<file path="src/rtl/hazard_pkg.sv">
// Shared types and encodings for the pipeline hazard controller.
// Holds the refill FSM states, the load result-select code and the forwarding selects.
package hazard_pkg;

  typedef enum logic [1:0] {
    RUN    = 2'd0,
    MISS   = 2'd1,
    RESUME = 2'd2
  } state_e;

  localparam logic [1:0] RESULT_LOAD = 2'b01;

  localparam logic [1:0] FWD_RF = 2'b00;
  localparam logic [1:0] FWD_W  = 2'b01;
  localparam logic [1:0] FWD_M  = 2'b10;

  // x0 is hardwired to zero, so it never carries a dependency.
  function automatic logic reg_match(input logic [4:0] rd, input logic [4:0] rs);
    return (rd != 5'd0) && (rd == rs);
  endfunction

endpackage

</file>
<file path="src/rtl/hazard_ctrl_forward_sel.sv">
// Operand-forwarding select for one execute-stage source register.
// The memory-stage result is younger, so it wins over writeback.
module forward_sel
  import hazard_pkg::*;
(
  input  logic [4:0] rs_e_i,
  input  logic [4:0] rd_m_i,
  input  logic       reg_write_m_i,
  input  logic [4:0] rd_w_i,
  input  logic       reg_write_w_i,
  output logic [1:0] fwd_o
);

  always_comb begin
    fwd_o = FWD_RF;
    if (reg_write_m_i && reg_match(rd_m_i, rs_e_i)) begin
      fwd_o = FWD_M;
    end else if (reg_write_w_i && reg_match(rd_w_i, rs_e_i)) begin
      fwd_o = FWD_W;
    end
  end

endmodule

</file>
<file path="src/rtl/hazard_ctrl.sv">
// Pipeline hazard controller: load-use stalls, branch flushes, operand forwarding,
// and a refill FSM that freezes the pipeline while a data-cache miss is serviced.
module hazard_ctrl
  import hazard_pkg::*;
#(
  parameter int unsigned CNT_W = 32
) (
  input  logic             clk,
  input  logic             rst,
  input  logic [4:0]       Rs1D,
  input  logic [4:0]       Rs2D,
  input  logic [4:0]       Rs1E,
  input  logic [4:0]       Rs2E,
  input  logic [4:0]       RdE,
  input  logic [1:0]       ResultSrcE,
  input  logic             PCSrcE,
  input  logic [4:0]       RdM,
  input  logic [4:0]       RdW,
  input  logic             RegWriteM,
  input  logic             RegWriteW,
  input  logic             MemAccessM,
  input  logic             HitM,
  input  logic             MemReadyM,
  output logic             StallF,
  output logic             StallD,
  output logic             FlushD,
  output logic             FlushE,
  output logic             StallE,
  output logic             StallM,
  output logic [1:0]       ForwardAE,
  output logic [1:0]       ForwardBE,
  output logic             RefillReq,
  output logic [CNT_W-1:0] stall_cycles
);

  state_e           state_q, state_d;
  logic             miss_detect;
  logic             freeze;
  logic             lw_stall;
  logic             refill_d, refill_q;
  logic [CNT_W-1:0] cnt_d, cnt_q;

  assign miss_detect = MemAccessM && !HitM;

  always_ff @(posedge clk or posedge rst) begin
    if (rst) begin
      state_q <= RUN;
    end else begin
      state_q <= state_d;
    end
  end

  always_comb begin
    state_d = state_q;
    unique case (state_q)
      RUN:     if (miss_detect) state_d = MISS;
      MISS:    if (MemReadyM) state_d = RESUME;
      RESUME:  state_d = RUN;
      default: state_d = RUN;
    endcase
  end

  // RESUME lets the refilled access complete, so a miss seen there is not a new miss.
  always_comb begin
    freeze = 1'b0;
    unique case (state_q)
      RUN:     freeze = miss_detect;
      MISS:    freeze = 1'b1;
      RESUME:  freeze = 1'b0;
      default: freeze = 1'b0;
    endcase
    refill_d = (state_d == MISS);
  end

  always_comb begin
    lw_stall = (ResultSrcE == RESULT_LOAD) &&
               (reg_match(RdE, Rs1D) || reg_match(RdE, Rs2D));
  end

  // A branch resolved while frozen stays in the held execute register and
  // flushes on the first unfrozen cycle.
  always_comb begin
    StallF = lw_stall | freeze;
    StallD = lw_stall | freeze;
    StallE = freeze;
    StallM = freeze;
    FlushD = PCSrcE & ~freeze;
    FlushE = (PCSrcE | lw_stall) & ~freeze;
  end

  always_ff @(posedge clk or posedge rst) begin
    if (rst) begin
      refill_q <= 1'b0;
    end else begin
      refill_q <= refill_d;
    end
  end

  assign RefillReq = refill_q;

  always_comb begin
    cnt_d = cnt_q;
    if (StallF && (cnt_q != {CNT_W{1'b1}})) begin
      cnt_d = cnt_q + CNT_W'(1);
    end
  end

  always_ff @(posedge clk or posedge rst) begin
    if (rst) begin
      cnt_q <= '0;
    end else begin
      cnt_q <= cnt_d;
    end
  end

  assign stall_cycles = cnt_q;

  forward_sel u_fwd_a (
    .rs_e_i        (Rs1E),
    .rd_m_i        (RdM),
    .reg_write_m_i (RegWriteM),
    .rd_w_i        (RdW),
    .reg_write_w_i (RegWriteW),
    .fwd_o         (ForwardAE)
  );

  forward_sel u_fwd_b (
    .rs_e_i        (Rs2E),
    .rd_m_i        (RdM),
    .reg_write_m_i (RegWriteM),
    .rd_w_i        (RdW),
    .reg_write_w_i (RegWriteW),
    .fwd_o         (ForwardBE)
  );

endmodule
</file>
<file path="config.mk">
export PLATFORM = sky130hd
export DESIGN_NAME = hazard_ctrl
export DESIGN_NICKNAME = d
export VERILOG_FILES = /design/src/rtl/hazard_pkg.sv /design/src/rtl/hazard_ctrl_forward_sel.sv /design/src/rtl/hazard_ctrl.sv
export SDC_FILE = /design/constraint.sdc
export NUM_CORES = 1
export LEC_CHECK = 0
export ABC_AREA = 1
export CAP_MARGIN = 20
export CORE_AREA = 2 2 76 93
export CTS_CLUSTER_DIAMETER = 30
export CTS_CLUSTER_SIZE = 28
export DETAILED_ROUTE_END_ITERATION = 12
export DIE_AREA = 0 0 78 95
export GPL_TIMING_DRIVEN = 0
export HOLD_SLACK_MARGIN = 0.02
export PLACE_DENSITY = 0.88
export SKIP_LAST_GASP = 1
export SLEW_MARGIN = 10
export SYNTH_ARGS = -nofsm -noshare
export SYNTH_HDL_FRONTEND = slang
export SYNTH_SLANG_ARGS = --single-unit
</file>
<file path="constraint.sdc">
create_clock -name clk -period 2 [get_ports clk]
set_input_delay 0.2 -clock clk [delete_from_list [all_inputs] [get_ports clk]]
set_output_delay 0.2 -clock clk [all_outputs]
set_load 0.005 [all_outputs]
</file>
## Yosys cells after proc, flatten, opt, wreduce, memory -nomap -nowiden

Index checks and enable logic that the tools add are counted.

| word-level totals | value |
|---|---|
| register bits after elaboration | 35 |
| logic and storage cells | 46 |
| bits of input ports | 45 |

| operators by class | value |
|---|---|
| $add $sub $neg | 1 |
| muxes and demuxes | 8 |
| reduce and logical (&&, ||, !) cells | 19 |
| equal/unequal tests | 10 |
| bitwise operators | 5 |

Operators by type and width:

| cell | number |
|---|---|
| 32-bit by 1-bit adder with 32-bit output (second input constant) | 1 |
| 32-bit != test (second input constant) | 1 |
| 5-bit == test | 6 |
| 5-bit nonzero test | 3 |
| 1-bit logical AND | 13 |
| 2-bit two-way mux | 4 |
| 2-bit by 1-bit == test with 1-bit output (second input constant) | 3 |
| 2-bit one-hot mux with 2 select lines | 1 |
| 1-bit AND | 2 |
| 2-bit logical NOT | 1 |
| 1-bit two-way mux | 2 |
| 1-bit bitwise OR | 2 |
| 1-bit one-hot mux with 2 select lines | 1 |
| 1-bit logical NOT | 1 |
| 1-bit logical OR | 1 |
| 1-bit NOT | 1 |

## Logic depth before layout (Yosys ltp)

| depth | value |
|---|---|
| depth in word-level cells | 6 |
| mapped depth | 12 |
| gate-level depth less buffers | 11 |

## By module

A second synthesis with hierarchy kept.

| unflattened totals | value |
|---|---|
| cells, all modules | 518 |
| area total of the unflattened synthesis | 3109.2 sq um |

By module, submodules not included:

| module | instances | area each (sq um) | sequential area each (sq um) | cells an instance |
|---|---|---|---|---|
| hazard_ctrl | 1 | 2673.8 | 875.8 | 408 |
| forward_sel | 2 | 217.7 | 0.0 | 55 |

## Least setup slack after synthesis

No wires, ideal clock.

| timing path | value |
|---|---|
| path kind | reg2reg |
| from | register cnt_q[0], in the netlist stall_cycles[0] |
| to | register cnt_q[10], in the netlist stall_cycles[10] |
| path slack | 0.312 ns |
| clock period less this slack | 1.688 ns |
| setup time | 0.117 ns |
| buffers on the path | 1 |
| stages on the path, launching flop included | 10 |
| arrival time | 1.571 ns |
| path through | dfrtp_1 -> ha_1 -> inv_2 -> nor2_4 -> nand2_2 -> nor2_4 -> nand3_4 -> buf_2 -> nand3_1 -> nand2_1 |

| on the way | value |
|---|---|
| word-level cells in the longest chain between the ends | 2 |
| elaborated cells between the ends (all ways) | 3 |
| those cells by class | 1 x add/sub; 1 x eq/ne; 1 x reduce/logical |

Ends and longest elaborated chain:

| item | RTL line | RTL |
|---|---|---|
| from (decl) | hazard_ctrl.sv:41 | `logic [CNT_W-1:0] cnt_d, cnt_q;` |
| from (signal assigned) | hazard_ctrl.sv:112 | `cnt_q <= cnt_d;` |
| parallel branches: the longest is 2 deep, another holds 32-bit by 1-bit adder with 32-bit output | n/a |  |

Several ways; the timed one is not identified.
A chain may end at the register's enable or synchronous reset.

## Worst setup path in the final report

| timing path | value |
|---|---|
| from | input Rs1E[4] |
| to | output ForwardAE[1] |

| on the way | value |
|---|---|
| word-level cells in the longest chain between the ends | 4 |

Ends and longest elaborated chain:

| item | RTL line | RTL |
|---|---|---|
| from (decl) | hazard_ctrl.sv:12 | `input logic [4:0] Rs1E,` |
| 5-bit == test | hazard_pkg.sv:19 | `return (rd != 5'd0) && (rd == rs);` |
| 1-bit logical AND | hazard_pkg.sv:19 |  |
| 1-bit logical AND | hazard_ctrl_forward_sel.sv:16 | `if (reg_write_m_i && reg_match(rd_m_i, rs_e_i)) begin` |
| 2-bit two-way mux | hazard_ctrl_forward_sel.sv:16 |  |
| to (decl) | hazard_ctrl.sv:30 | `output logic [1:0] ForwardAE,` |

No other way between the ends.

==> run summary <==
final hold vios: 0
post-synth top area share: 30.5%
CP endpoint: ForwardAE[1]
final core occ: 60.8%
GR Overflow Total: 0
antenna violations before repair: 0
CP Launch Type: primary input
via density per instance: 5.10
register area share after synthesis: 30.5%
synth warn: 0
Worst-path clk slew: 0.07 ns
NumNets Final: 608
worst-margin pin slew: 0.698 ns
Cell Rows: 33
CP startpoint: Rs1E[4]
Yosys cell types: 26
Avg WL per Cell: 12.5 um
CTS tree: built
Area Overhead vs Synth: 39.9%
pre-CTS setup slack: -0.543 ns
top cell family by delay on the critical path: buffers and inverters
# diodes: 0
Switch Pwr: 0.886 mW
Power Total: 2.45 mW
largest net degree at the start of global routing: 36
Max stage delay on crit path: 0.52 ns
status: finished, final reports clean
Final Critical Period: 1.92 ns
Slew HR: 53.4%
routability cong.: 1.04
clk buf depth: 2
Synth area leaders: dfrtp_1 (30%), nand2_1 (25%), nand3_1 (8.2%), nor2_1 (8.1%), inv_1 (5.1%)
mapped cell area: 0.00287 sq mm
#FFs+latches synth: 35
H-tree depth: 2
most common cell after layout, fill and taps aside: nand2_1
Crit. End Element: output port
VDD IR max: 0.521 mV
total CTS buffers: 5
worst hold slack: 0.335 ns
Synth area leader: dfrtp_1
Final Max Slew Viols: 0
Cell Chain, Critical Path: clkdlybuf4s50_1, xor2_1, nor2_1, nand4_1, nor2_1, clkdlybuf4s50_1
Pwr Density: 609 mW/mm^2
# IOs: 88
first-pass GRT wire length: 13.4 mm
Clk pwr share: 20.1%
Peak Freq: 0.521 GHz
Post-Syn Area per Cell: 6.23 sq um
CP Data Required Time: 1.80 ns
Worst Path Max Fanout: 2
Max Cap Viol: 0
vias in the first global route: 3129
final wirelength: 8.13 mm
Die X: 78 um
Worst R2R Path Depth: 9
Port Buffer Count: 87
Arr. time, crit path: 1.72 ns
sequential share of power: 35.3%
GRT Total Usage: 22.5%
router iterations before antenna repair: 6
die area: 0.00741 sq mm
fraction of final layout cells sized beyond drive strength 1: 8.17%
Finish-stage setup viols: 0
CP max stage cell: clkdlybuf4s50_1
Design Area, Final: 0.00402 sq mm
Post-CTS Hold Buffers: 0
# DRC: 0
combinational share of power: 44.6%
Net Sw Frac: 36.2%
synthesized net count: 507
Post-DRT Antenna Nets: 0
Final WS setup: 0.0818 ns
crit share post-route: 95.9%
clk_skew: 0.00513 ns
Int Pwr: 1.56 mW
hold crit path type: primary input to asynchronous set/reset pin
FF-to-FF setup slack: 0.14 ns
Worst path depth: 6
leak pwr: 1.98 nW
hpwl dp: 6.31 mm
RR Startpoint: stall_cycles[0]
WP buf/inv: 2
CTS sink count: 35
core area: 0.00661 sq mm
worst r2r dst: stall_cycles[4]
die extent in y: 95 um
initial DRC count: 182
Post-DP Area: 0.00385 sq mm
Root Driver: clkbuf_8
Syn Inst Count: 461
most frequent cells in the layout: nand2_1 (193), clkdlybuf4s50_1 (73), nor2_1 (61)
clk_lat worst skew: 0.29 ns
effective utilization at floorplan: 43.5%
total number of vias: 3316
Setup Crit Path Kind: primary input to output port
## synthesized netlist by cell type, drive strengths merged
cell type and count:
nand2 197, nor2 66, nand3 48, inv 40, dfrtp 35, xor2 16
buf 11, nand3b 11, xnor2 11, nor3 7, o21ai 5, a21oi 4
o2111ai 3, nand4 2, nor4 2, or2 2, ha 1
## metal layers
layer	GRT usage, %	routed length, um	vias up
li1	-	-	1648
met1	23.8	3050	1486
met2	42.3	4230	146
met3	4.30	549	36
met4	11.3	292	0
met5	0	0	-
## cell families (layout without fill, tap and decap cells)
| family | Yosys count | in the layout | share of synthesized area [%] |
|---|---|---|---|
| AND/OR/NAND/NOR | 335 | 335 | 50.4 |
| buffers and inverters | 51 | 153 | 7.97 |
| flip-flops | 35 | 35 | 30.5 |
| XOR/XNOR | 27 | 27 | 8.23 |
| AO/OA/AOI/OAI | 12 | 12 | 2.48 |
| adder cells (fa/ha/maj) | 1 | 1 | 0.435 |
## registers in the layout (all words and copies together) (netlist names)
name          flops
RefillReq         1
state_q           2
stall_cycles     32
## power by group through the flow
stage,clock [mW],combinational (mW),sequential [mW]
after floorplan,0,0.543,0.862
after global placement,0,0.956,0.873
after detailed placement,0,0.979,0.878
after CTS,0.500,1.03,0.866
after global routing,0.535,1.19,0.876
final,0.493,1.09,0.864
## how the worst min path moves through the flow
stage,to,depth (start not counted)
final,stall_cycles[12],2
after global routing,stall_cycles[12],2
after CTS,stall_cycles[12],2
after detailed placement,state_q[1],1
after global placement,state_q[1],1
after floorplan,RefillReq,1
## cell type report
type | instances | area [sq um]
sequential | 35 | 877
multi-input combinational | 375 | 1800
fill | 599 | 2590
buffer | 11 | 85.1
inverter | 40 | 150
tap | 87 | 109
clock buffer | 5 | 68.8
timing repair buffer | 94 | 918
clock inverter | 3 | 15.0
## metrics by stage
| stage | std cells | TNS (ns) |
|---|---|---|
| 6_report | 650 | 0 |
| 5_1_grt | 650 | -0.0509 |
| 4_1_cts | 646 | 0 |
| 3_5_place_dp | 635 | -1.19 |
| 3_3_place_gp | 635 | -0.944 |
| 2_1_floorplan | 461 | 0 |
## what timing repair did
action / CTS / global route
endpoints found under the setup margin: 12 / 34
pin swaps: 8 / 7
buffers inserted: 3 / 4
gates resized for setup: 17 / 8
Note: power is estimated with default switching activity, not from simulation.
